### src/rtl/robo_pkg.sv
// Shared constants for the motion controller and the navigation FSM bench:
// 3-bit state codes, default timing parameters and a counter-width helper.
package robo_pkg;

  localparam logic [2:0] ST_IDLE  = 3'd0;
  localparam logic [2:0] ST_FWD   = 3'd1;
  localparam logic [2:0] ST_ROT   = 3'd2;
  localparam logic [2:0] ST_GAP   = 3'd3;
  localparam logic [2:0] ST_FAULT = 3'd4;

  localparam int DEF_DIV       = 8;
  localparam int DEF_DWELL     = 4;
  localparam int DEF_GAP       = 2;
  localparam int DEF_ROT_LIMIT = 64;

  // Bits needed to hold the value n itself (at least one bit).
  function automatic int cnt_w(input int n);
    return (n < 2) ? 1 : $clog2(n + 1);
  endfunction

endpackage

### src/rtl/robo_motion_ctrl_if.sv
// Command/status bundle between the navigation FSM (master) and the
// motion controller (slave).
interface robo_motion_if;

  logic       enable;
  logic       avancar;
  logic       girar;
  logic       clear;
  logic       motor_fwd;
  logic       motor_rot;
  logic       step;
  logic       busy;
  logic       stuck;
  logic [2:0] state;

  modport master (
    output enable, avancar, girar, clear,
    input  motor_fwd, motor_rot, step, busy, stuck, state
  );

  modport slave (
    input  enable, avancar, girar, clear,
    output motor_fwd, motor_rot, step, busy, stuck, state
  );

endinterface

### src/rtl/robo_step_prescaler.sv
// Step-rate divider: counts DIV falling edges while running and emits a
// registered one-cycle step pulse. tick marks the wrap edge combinationally
// so the parent can count steps on the same edge the pulse is launched.
module robo_step_prescaler
  import robo_pkg::*;
#(
  parameter int DIV = DEF_DIV
) (
  input  logic clock,
  input  logic reset,
  input  logic zero,
  input  logic run,
  output logic tick,
  output logic step
);

  localparam int W = cnt_w(DIV - 1);

  logic [W-1:0] div_cnt;

  assign tick = run && (div_cnt == W'(DIV - 1));

  // Divider count and step pulse; the pulse is suppressed on any state change
  // so it never appears outside FWD/ROT.
  always_ff @(negedge clock or posedge reset) begin
    if (reset) begin
      div_cnt <= '0;
      step    <= 1'b0;
    end else begin
      // NOTE: sequential state uses <= so every register samples pre-edge values.
      if (zero || !run || tick) div_cnt <= '0;
      else                      div_cnt <= div_cnt + 1'b1;
      step <= tick && !zero;
    end
  end

endmodule

### src/rtl/robo_motion_ctrl.sv
// Motion sequencer between the wall-following FSM and the motor driver:
// dwell per command, motors-off gap on reversal, rotate-stuck watchdog.
// All state advances on the falling clock edge, like the navigation FSM.
module robo_motion_ctrl
  import robo_pkg::*;
#(
  parameter int DIV       = DEF_DIV,
  parameter int DWELL     = DEF_DWELL,
  parameter int GAP       = DEF_GAP,
  parameter int ROT_LIMIT = DEF_ROT_LIMIT
) (
  input  logic          clock,
  input  logic          reset,
  robo_motion_if.slave  bus
);

  localparam int DWW = cnt_w(DWELL);
  localparam int GPW = cnt_w(GAP);
  localparam int RLW = cnt_w(ROT_LIMIT);

  logic [2:0]     cur_state, nxt_state;
  logic [2:0]     gap_tgt, nxt_tgt;
  logic [DWW-1:0] dwell_cnt;
  logic [GPW-1:0] gap_cnt;
  logic [RLW-1:0] rot_cnt;
  logic           req_fwd, req_rot;
  logic           dwell_met, gap_done, fault_hit;
  logic           running, chg, tick;

  // girar wins when both requests are high.
  assign req_rot   = bus.enable & bus.girar;
  assign req_fwd   = bus.enable & bus.avancar & ~bus.girar;
  assign dwell_met = (dwell_cnt == DWW'(DWELL));
  assign gap_done  = (gap_cnt == GPW'(GAP - 1));
  assign running   = (cur_state == ST_FWD) || (cur_state == ST_ROT);
  assign fault_hit = (cur_state == ST_ROT) && tick && (rot_cnt == RLW'(ROT_LIMIT - 1));
  assign chg       = (nxt_state != cur_state);

  robo_step_prescaler #(.DIV(DIV)) u_prescaler (
    .clock (clock),
    .reset (reset),
    .zero  (chg),
    .run   (running),
    .tick  (tick),
    .step  (bus.step)
  );

  // Next-state and gap-target selection.
  always_comb begin
    // NOTE: defaults first so no path through the case leaves a latch.
    nxt_state = cur_state;
    nxt_tgt   = gap_tgt;
    case (cur_state)
      ST_IDLE: begin
        if (req_fwd)      nxt_state = ST_FWD;
        else if (req_rot) nxt_state = ST_ROT;
      end
      ST_FWD: begin
        if (!bus.enable) nxt_state = ST_IDLE;
        else if (dwell_met && req_rot) begin
          nxt_state = ST_GAP;
          nxt_tgt   = ST_ROT;
        end else if (dwell_met && !req_fwd) nxt_state = ST_IDLE;
      end
      ST_ROT: begin
        if (fault_hit)   nxt_state = ST_FAULT;
        else if (!bus.enable) nxt_state = ST_IDLE;
        else if (dwell_met && req_fwd) begin
          nxt_state = ST_GAP;
          nxt_tgt   = ST_FWD;
        end else if (dwell_met && !req_rot) nxt_state = ST_IDLE;
      end
      ST_GAP: begin
        if (!bus.enable) nxt_state = ST_IDLE;
        else if (gap_done) begin
          if ((gap_tgt == ST_ROT) ? req_rot : req_fwd) nxt_state = gap_tgt;
          else if (req_rot)                            nxt_state = ST_ROT;
          else if (req_fwd)                            nxt_state = ST_FWD;
          else                                         nxt_state = ST_IDLE;
        end
      end
      ST_FAULT: begin
        if (bus.clear) nxt_state = ST_IDLE;
      end
      default: nxt_state = ST_IDLE;
    endcase
  end

  // State register and pending gap target.
  always_ff @(negedge clock or posedge reset) begin
    if (reset) begin
      cur_state <= ST_IDLE;
      gap_tgt   <= ST_IDLE;
    end else begin
      cur_state <= nxt_state;
      gap_tgt   <= nxt_tgt;
    end
  end

  // Dwell, gap and rotate-watchdog counters; dwell and gap restart on every state change.
  always_ff @(negedge clock or posedge reset) begin
    if (reset) begin
      dwell_cnt <= '0;
      gap_cnt   <= '0;
      rot_cnt   <= '0;
    end else begin
      if (chg)                    dwell_cnt <= '0;
      else if (tick && !dwell_met) dwell_cnt <= dwell_cnt + 1'b1;

      if (cur_state == ST_GAP && !chg) gap_cnt <= gap_cnt + 1'b1;
      else                             gap_cnt <= '0;

      if (nxt_state == ST_FWD && cur_state != ST_FWD)  rot_cnt <= '0;
      else if (cur_state == ST_FAULT && bus.clear)     rot_cnt <= '0;
      else if (cur_state == ST_ROT && tick && rot_cnt != RLW'(ROT_LIMIT))
        rot_cnt <= rot_cnt + 1'b1;
    end
  end

  assign bus.motor_fwd = (cur_state == ST_FWD);
  assign bus.motor_rot = (cur_state == ST_ROT);
  assign bus.busy      = (cur_state == ST_GAP);
  assign bus.stuck     = (cur_state == ST_FAULT);
  assign bus.state     = cur_state;

endmodule

### src/flat_wrapper.sv
// flat-port wrapper written by rule: the top's interface ports become plain ports
module robo_motion_ctrl_flat import robo_pkg::*;
#(
  parameter int DIV       = DEF_DIV,
  parameter int DWELL     = DEF_DWELL,
  parameter int GAP       = DEF_GAP,
  parameter int ROT_LIMIT = DEF_ROT_LIMIT
)
  (clock, reset, bus_enable, bus_avancar, bus_girar, bus_clear, bus_motor_fwd, bus_motor_rot, bus_step, bus_busy, bus_stuck, bus_state);
  robo_motion_if bus_i ();
  input  logic clock;
  input  logic reset;
  input wire logic [$bits(bus_i.enable)-1:0] bus_enable;
  input wire logic [$bits(bus_i.avancar)-1:0] bus_avancar;
  input wire logic [$bits(bus_i.girar)-1:0] bus_girar;
  input wire logic [$bits(bus_i.clear)-1:0] bus_clear;
  output wire logic [$bits(bus_i.motor_fwd)-1:0] bus_motor_fwd;
  output wire logic [$bits(bus_i.motor_rot)-1:0] bus_motor_rot;
  output wire logic [$bits(bus_i.step)-1:0] bus_step;
  output wire logic [$bits(bus_i.busy)-1:0] bus_busy;
  output wire logic [$bits(bus_i.stuck)-1:0] bus_stuck;
  output wire logic [$bits(bus_i.state)-1:0] bus_state;
  assign bus_i.enable = bus_enable;
  assign bus_i.avancar = bus_avancar;
  assign bus_i.girar = bus_girar;
  assign bus_i.clear = bus_clear;
  assign bus_motor_fwd = bus_i.motor_fwd;
  assign bus_motor_rot = bus_i.motor_rot;
  assign bus_step = bus_i.step;
  assign bus_busy = bus_i.busy;
  assign bus_stuck = bus_i.stuck;
  assign bus_state = bus_i.state;
  robo_motion_ctrl #(.DIV(DIV), .DWELL(DWELL), .GAP(GAP), .ROT_LIMIT(ROT_LIMIT)) u_core (.clock(clock), .reset(reset), .bus(bus_i));
endmodule
### config.mk
export PLATFORM = sky130hd
export DESIGN_NAME = robo_motion_ctrl_flat
export DESIGN_NICKNAME = d
export VERILOG_FILES = /design/src/rtl/robo_pkg.sv /design/src/rtl/robo_motion_ctrl_if.sv /design/src/rtl/robo_step_prescaler.sv /design/src/rtl/robo_motion_ctrl.sv /design/src/flat_wrapper.sv
export SDC_FILE = /design/constraint.sdc
export NUM_CORES = 1
export LEC_CHECK = 0
export ABC_AREA = 0
export CORE_AREA = 4 4 74 76
export DETAILED_ROUTE_END_ITERATION = 10
export DIE_AREA = 0 0 78 80
export GPL_TIMING_DRIVEN = 0
export SLEW_MARGIN = 20
export SYNTH_ARGS = -nofsm -noshare
export SYNTH_HDL_FRONTEND = slang
export SYNTH_HIERARCHICAL = 1
export SYNTH_SLANG_ARGS = --single-unit
### constraint.sdc
create_clock -name clock -period 3.25 [get_ports clock]
set_input_delay 0.65 -clock clock [delete_from_list [all_inputs] [get_ports clock]]
set_output_delay 0.65 -clock clock [all_outputs]
set_load 0.005 [all_outputs]
### Word level (Yosys, flattened, before mapping)

Cells that the tools add are included.

| storage, ports and cells | value |
|---|---|
| bits in registers | 22 |
| output and inout bits | 8 |
| word-level logic and storage cells | 89 |

| operators by class | value |
|---|---|
| $add $sub $neg | 4 |
| equality and inequality tests | 18 |
| multiplexer cells | 30 |
| bitwise logic cells | 4 |
| reduce and logical (&&, ||, !) cells | 26 |

Operator list:

| operator | count |
|---|---|
| 3-bit 2-to-1 mux | 22 |
| 7-bit 2-to-1 mux | 3 |
| 3-bit one-hot mux with 5 select lines | 1 |
| 1-bit logical AND | 13 |
| 3-bit by 2-bit == test with 1-bit output, second input constant | 3 |
| 3-bit == test, second input constant | 3 |
| 7-bit by 1-bit adder with 7-bit output, second input constant | 1 |
| 7-bit by 6-bit == test with 1-bit output, second input constant | 1 |
| 7-bit != test, second input constant | 1 |
| 3-bit by 1-bit adder with 3-bit output, second input constant | 2 |
| 3-bit by 1-bit == test with 1-bit output, second input constant | 2 |
| 2-bit != test, second input constant | 3 |
| 3-bit one-hot mux with 2 select lines | 1 |
| 6-bit AND reduction | 1 |
| 1-bit logical NOT | 5 |
| 2-bit by 1-bit != test with 1-bit output, second input constant | 2 |
| 2-bit nonzero test | 2 |
| 1-bit AND | 3 |
| 3-bit logical NOT | 1 |
| 1-bit logical OR | 3 |
| 3-bit by 1-bit != test with 1-bit output, second input constant | 1 |
| 3-bit != test | 1 |
| 3-bit nonzero test | 1 |
| 2-bit by 1-bit adder with 2-bit output, second input constant | 1 |
| other kinds (4) | 5 |

### Longest topological paths before layout

Gate-level depths: netlist of the first run.

| depth | value |
|---|---|
| depth after elaboration | 12 |
| mapped depth | 11 |

### Modules after synthesis

Netlist of the first run, hierarchy kept.

By module, submodules not included:

| module | instances | cells each | area an instance (µm²) |
|---|---|---|---|
| robo_motion_ctrl | 1 | 127 | 1236.2 |
| robo_step_prescaler | 1 | 12 | 186.4 |

==> metrics.yaml, run 1 <==
final_cells: 258
peakVddDrop_mv: 0.1999
gp_congestion: 0.7877
status: "finished with violations"
rr_startpoint: "u_core/bus.state[1]"
die_x_um: 78
cp.required_ns: 2.60
syn_avg_cell_area_um2: 10.23
viasPerCell: 4.748
cts_root_buffer: "clkbuf_8"
violations: "setup timing"
maxCapViolations: 0
clk_pin_slew_ns: 0.05
startpoint: "u_core/bus.state[1]"
nNetsFinal: 205
power_switching_uw: 265.1
clock_latency_ns: 0.27
dp_cells: 219
path_cells: "buf_6, buf_6, or3b_4, inv_2, buf_6"
io_pins: 14
cts-buffers-inserted: 3
cts_hold_buf: 0
synthArstFlopShare_pct: 100.0
crit_path_frequent_cell: "buf_6"
syn-cell-area_mm2: 0.001423
pwr-share-clk_pct: 21.3
power_density_mw_per_mm2: 386.2
cpPeakStageDelay_ns: 0.37
synth_nets: 152
crit_slowest_cell: "or3b_4"
setup_ws_ns: -0.4237
preCtsSetupSlack_ns: -0.9694
layout_commonest_cell: "buf_4"
path_class: "reg2out"
die_area_mm2: 0.006240
clockBufferDepth: 2
cts_tree: "yes"
chipHeight_um: 80
fillCellCount: 438
ys_warn_count: 6
coreArea_mm2: 0.004723
hold_path.class: "reg2reg"
final_cell_mix: "buf_4 (24), dfrtn_1 (21), buf_6 (18)"
ys_types: 53
fp-row-count: 25
power.internal_uw: 565.4
initial_core_util_pct: 30.12
drt-total-wl_um: 3820
cts_sinks: 21
portBuffers: 13
cp.arrival_ns: 3.02
drive_gt1_share_pct: 51.83
hpwl_um: 2144
max-slew-margin-rel_pct: 51.27
leakage_nw: 0.9476
first_global_vias: 1215
worstHoldStart: "u_core/gap_cnt[0]"
crit_family: "buffers and inverters"
crit_path_end_kind: "output pin"
yosysSeqAreaShare_pct: 36.94
ys_ff_latch: 21
drtIter0Drc: 38
final-seq-area_um2: 525.5
grt_usage_pct: 11.78
ys.flop_type: "dfrtn_1"
syn2layout_area_growth_pct: 51.19
netlist_instances: 139
wl_per_cell_um: 14.81
cp_max_fo: 3
critPathBufInv: 4
grt_pass1_wl_um: 5802
overflow: 0
n_antenna_cell: 0
antenna_left: 0
drc_errors: 0
combPwrFrac_pct: 44.4
slew_violations: 0
multi_input_area_um2: 952.2
antenna_found_initial: 0
tightest_slew_ns: 0.7302
finClkSkew_ns: 0.002817
grt_max_degree: 18
rsz0062_at_grt: "yes"
setup_viol: 20
p_sw_share_pct: 31.92
start_kind: "flop"
sequentialPowerShare_pct: 34.4
drt-pass1-iter-count: 4
synth_edf_count: 0
cts_max_level: 1
finalHoldViolations: 0
vias: 1225
logic make-up after synthesis:
family	synth area share [%]
adder cells (fa/ha/maj)	6.156
AO/OA/AOI/OAI	16.80
XOR/XNOR	4.925
flip-flops	36.94
buffers and inverters	7.300
multiplexers	0.7036
AND/OR/NAND/NOR	27.18
cells in the mapped netlist, types with 2 or more instances:
master	count	area share [%]
nor3_1	5	1.8
ha_1	7	6.2
nand2b_1	3	1.3
buf_6	2	1.6
a21oi_1	2	0.70
o21ai_0	3	1.1
xor2_1	4	2.5
or2_2	2	0.88
nand3_1	6	2.1
nand4_1	3	1.3
and4bb_2	2	1.8
nor2_1	13	3.4
dfrtn_1	21	37
a211oi_1	3	1.6
nand2_1	11	2.9
inv_1	12	3.2
xnor2_1	4	2.5
metrics by stage:
step                      hold WS, ns  utilization, %  total power, mW  setup TNS [ns]  instance area, um2
final                          0.3700           45.54           0.8306          -3.024                2151
after global routing           0.4136           45.54           0.8752          -3.538                2151
after CTS                      0.3754           40.69           0.7603          -4.503                1922
after detailed placement       0.3746           34.89           0.4946          -18.76                1648
after global placement         0.3671           34.89           0.4947          -18.99                1648
after floorplan                0.3482               -           0.4310          -1.880                1434
final timing paths:
check,cells after the start,end,slack (ns)
max reg2reg,11,u_core/u_prescaler/div_cnt[1],0.32
min,1,u_core/gap_cnt[0],0.37
min in group asynchronous,2,u_core/u_prescaler/step,2.09
max in group asynchronous,2,u_core/gap_tgt[1],0.43
max,5,bus_stuck,-0.42
min reg2reg,1,u_core/gap_cnt[0],0.37
area by class of cell:
| class | count | share of cell area [%] |
|---|---|---|
| timing repair buffer | 49 | 20.71 |
| inverter | 13 | 3.083 |
| clock buffer | 3 | 1.920 |
| buffer | 2 | 1.454 |
| sequential | 21 | 24.43 |
| multi-input combinational | 102 | 44.27 |
| tap | 67 | 3.898 |
| clock inverter | 1 | 0.2327 |
per-layer routing:
layer  track usage, %  up-vias  share of wire [%]
li1                 -      597                  -
met1            15.43      602                 46
met2            19.86       18                 49
met3            1.919        8                2.2
met4            3.671        0                2.2
met5                0        -                  0
power groups by stage:
stage / combinational, mW / clock, mW / sequential [mW]
2_1_floorplan: 0.140 / 0 / 0.291
5_1_grt: 0.391 / 0.196 / 0.287
3_3_place_gp: 0.201 / 0 / 0.294
4_1_cts: 0.296 / 0.180 / 0.285
6_report: 0.368 / 0.177 / 0.285
3_5_place_dp: 0.201 / 0 / 0.294
state kept, by name, summed over array words and instances (netlist names):
register / cells
u_core/rot_cnt: 7
u_core/bus.state: 3
u_core/dwell_cnt: 3
u_core/u_prescaler/div_cnt: 3
u_core/gap_cnt: 2
u_core/gap_tgt: 2
u_core/u_prescaler/step: 1
repair_timing:
action / 4_1_cts / 5_1_grt
buffers inserted: 26 / 11
pin swaps: 8 / 21
setup endpoints to repair: 28 / 24
gates resized for setup: 55 / 48
cloned: 0 / 0
worst reg2reg max path: cells and delay by family (launching register included):
| family | cells | cell delay (ns) |
|---|---|---|
| compound gates | 2 | 0.37 |
| flops | 1 | 0.42 |
| simple gates | 6 | 1.58 |
| buf+inv | 3 | 0.41 |
(Power assumes the default switching activity.)
==> run 2: changes to the inputs <==
--- a/config.mk
+++ b/config.mk
@@ -6,10 +6,11 @@
 export NUM_CORES = 1
 export LEC_CHECK = 0
 export ABC_AREA = 0
-export CORE_AREA = 4 4 74 76
+export CORE_AREA = 4 4 58 60
 export DETAILED_ROUTE_END_ITERATION = 10
-export DIE_AREA = 0 0 78 80
+export DIE_AREA = 0 0 62 64
 export GPL_TIMING_DRIVEN = 0
+export PLACE_DENSITY = 0.71
 export SLEW_MARGIN = 20
 export SYNTH_ARGS = -nofsm -noshare
 export SYNTH_HDL_FRONTEND = slang
==> run 2 against run 1 <==
The run still ends with setup timing left. Cell count is 16% lower. Design area is 4.0% lower. Combinational power is 4% higher. Clock-buffer cell count is 1 higher. Clock power is 24% lower. Total power is 3.2% lower. Hold slack better by 0.019 ns. Register-to-register slack worse by 0.12 ns.
==> metrics.yaml, run 2 (synthesis results as in run 1) <==
multi_input_area_um2: 974.7  # +2.4%
cp.required_ns: 2.60  # about the same
finClkSkew_ns: 0.003388  # +0.0005704 ns
tns_ns: -2.270  # +0.7531 ns
first_global_vias: 1389  # +14%
preCtsSetupSlack_ns: -1.016  # -0.04680 ns
syn2layout_area_growth_pct: 45.21
overflow: 0  # unchanged
violations: "setup timing"
hold_ws_ns: 0.3891  # +0.01915 ns
final_cells: 218  # -16%
fp-row-count: 20  # -20%
r2r_end: "u_core/u_prescaler/div_cnt[2]"
largest_register_ffs: 7  # unchanged
gp_congestion: 0.8598  # +9.2%
rr_startpoint: "u_core/bus.state[1]"
setup_viol: 13  # -35%
rrSetupSlack_ns: 0.20  # -0.12 ns
slew_violations: 0  # unchanged
nNetsFinal: 199  # -2.9%
antenna_found_initial: 0  # unchanged
drc_errors: 0  # unchanged
cts_max_level: 1  # unchanged
grt_pass1_wl_um: 6237  # +7.5%
hpwl_um: 2264  # +5.6%
max-slew-margin-rel_pct: 51.16  # -0.10 points
vias: 1288  # +5.1%
antenna_left: 0  # unchanged
cts_tree: "yes"
peakVddDrop_mv: 0.2653  # +33%
drt-total-wl_um: 4096  # +7.2%
cts_hold_buf: 0  # unchanged
cp_max_fo: 3  # unchanged
dp_cells: 185  # -16%
coreArea_mm2: 0.002928  # -38%
final-seq-area_um2: 525.5  # unchanged
rr_worst_depth: 11  # unchanged
die_area_mm2: 0.003968  # -36%
drive_gt1_share_pct: 47.03  # -4.8 points
path_class: "reg2out"
fillCellCount: 206  # -53%
die_x_um: 62  # -21%
status: "finished with violations"
hold_end: "u_core/gap_cnt[0]"
n_antenna_cell: 0  # unchanged
leakage_nw: 0.9320  # -1.6%
final_cell_mix: "dfrtn_1 (21), buf_4 (20), buf_6 (16)"
io_pins: 14  # unchanged
power_density_mw_per_mm2: 389.0  # +0.75%
finalHoldViolations: 0  # unchanged
clock_latency_ns: 0.31  # +0.04 ns
cp.arrival_ns: 3.09  # +0.07 ns
grt_max_degree: 18  # unchanged
top_register: "u_core/rot_cnt"
rsz0062_at_grt: "yes"
initial_core_util_pct: 48.59  # +18 points
clk_pin_slew_ns: 0.08  # +0.03 ns
portBuffers: 13  # unchanged
worstHoldStart: "u_core/gap_cnt[0]"
tightest_slew_ns: 0.7317  # +0.001536 ns
start_kind: "flop"
clockBufferDepth: 2  # unchanged
startpoint: "u_core/bus.state[1]"
maxCapViolations: 0  # unchanged
hold_path.class: "reg2reg"
chipHeight_um: 64  # -20%
grt_usage_pct: 21.10  # +9.3 points
setup_ws_ns: -0.4855  # -0.06187 ns
viasPerCell: 5.908  # +24%
crit_path_end_kind: "output pin"
cts_root_buffer: "clkbuf_4"
cts_sinks: 21  # unchanged
drt-pass1-iter-count: 4  # unchanged
drtIter0Drc: 61  # +61%
wl_per_cell_um: 18.79  # +27%
min_path_cells: 1  # unchanged
cts-buffers-inserted: 3  # unchanged
layout_commonest_cell: "dfrtn_1"
[run 2: cell count changes in the layout (fill, tap and decap cells not counted), moves of 2 or more]
cell and delta:
nor2_1 +5, buf_4 -4, clkbuf_4 +3, clkbuf_8 -3, nor2_4 -3, buf_6 -2, nor2_2 -2
[run 2: where the power goes]
group	leakage, nW	switching [mW]	internal, mW
clock	0.0150	0.0860	0.0480
combinational	0.631	0.171	0.210
sequential	0.286	0.0123	0.276
total	0.932	0.269	0.534
[run 2: repair_timing]
action	in CTS	in global routing
pin swaps	8	13
resized for setup	71	29
setup buffers	24	8
setup endpoints to repair	28	21
[run 2: per-stage QoR]
step	area (um2)	power (mW)	util, %
2_1_floorplan	1434	0.4310	-
3_3_place_gp	1605	0.4885	54.83
3_5_place_dp	1605	0.4964	54.83
4_1_cts	1873	0.7307	63.97
5_1_grt	2066	0.8395	70.56
6_report	2066	0.8037	70.56
[run 2: metal layers]
layer	routed length (um)	vias up	track usage, %
met5	0	-	0
met4	194	0	11.14
met3	184	17	3.434
met2	2049	48	34.33
met1	1667	632	25.66
li1	-	591	-
[run 2: worst max-delay path, cell delays in order, from the launching register on]
cell and delay [ns]:
dfrtn_1 0.37, buf_6 0.13, buf_6 0.11, or3b_4 0.39, inv_4 0.07, buf_6 0.08
[run 2: how the worst max path moves through the flow]
stage,end,slack (ns),cells after the start
floorplan,u_core/u_prescaler/div_cnt[1],-0.21,4
global placement,u_core/u_prescaler/div_cnt[2],-0.98,6
detailed placement,u_core/u_prescaler/div_cnt[1],-1.02,6
CTS,bus_motor_rot,-0.50,5
global route,bus_stuck,-0.53,5
finish,bus_stuck,-0.49,5
[run 2: layout make-up]
class / count / area share, %
buffer: 2 / 1.514
clock buffer: 4 / 1.272
inverter: 13 / 3.089
multi-input combinational: 102 / 47.18
sequential: 21 / 25.44
tap: 33 / 1.999
timing repair buffer: 43 / 19.50
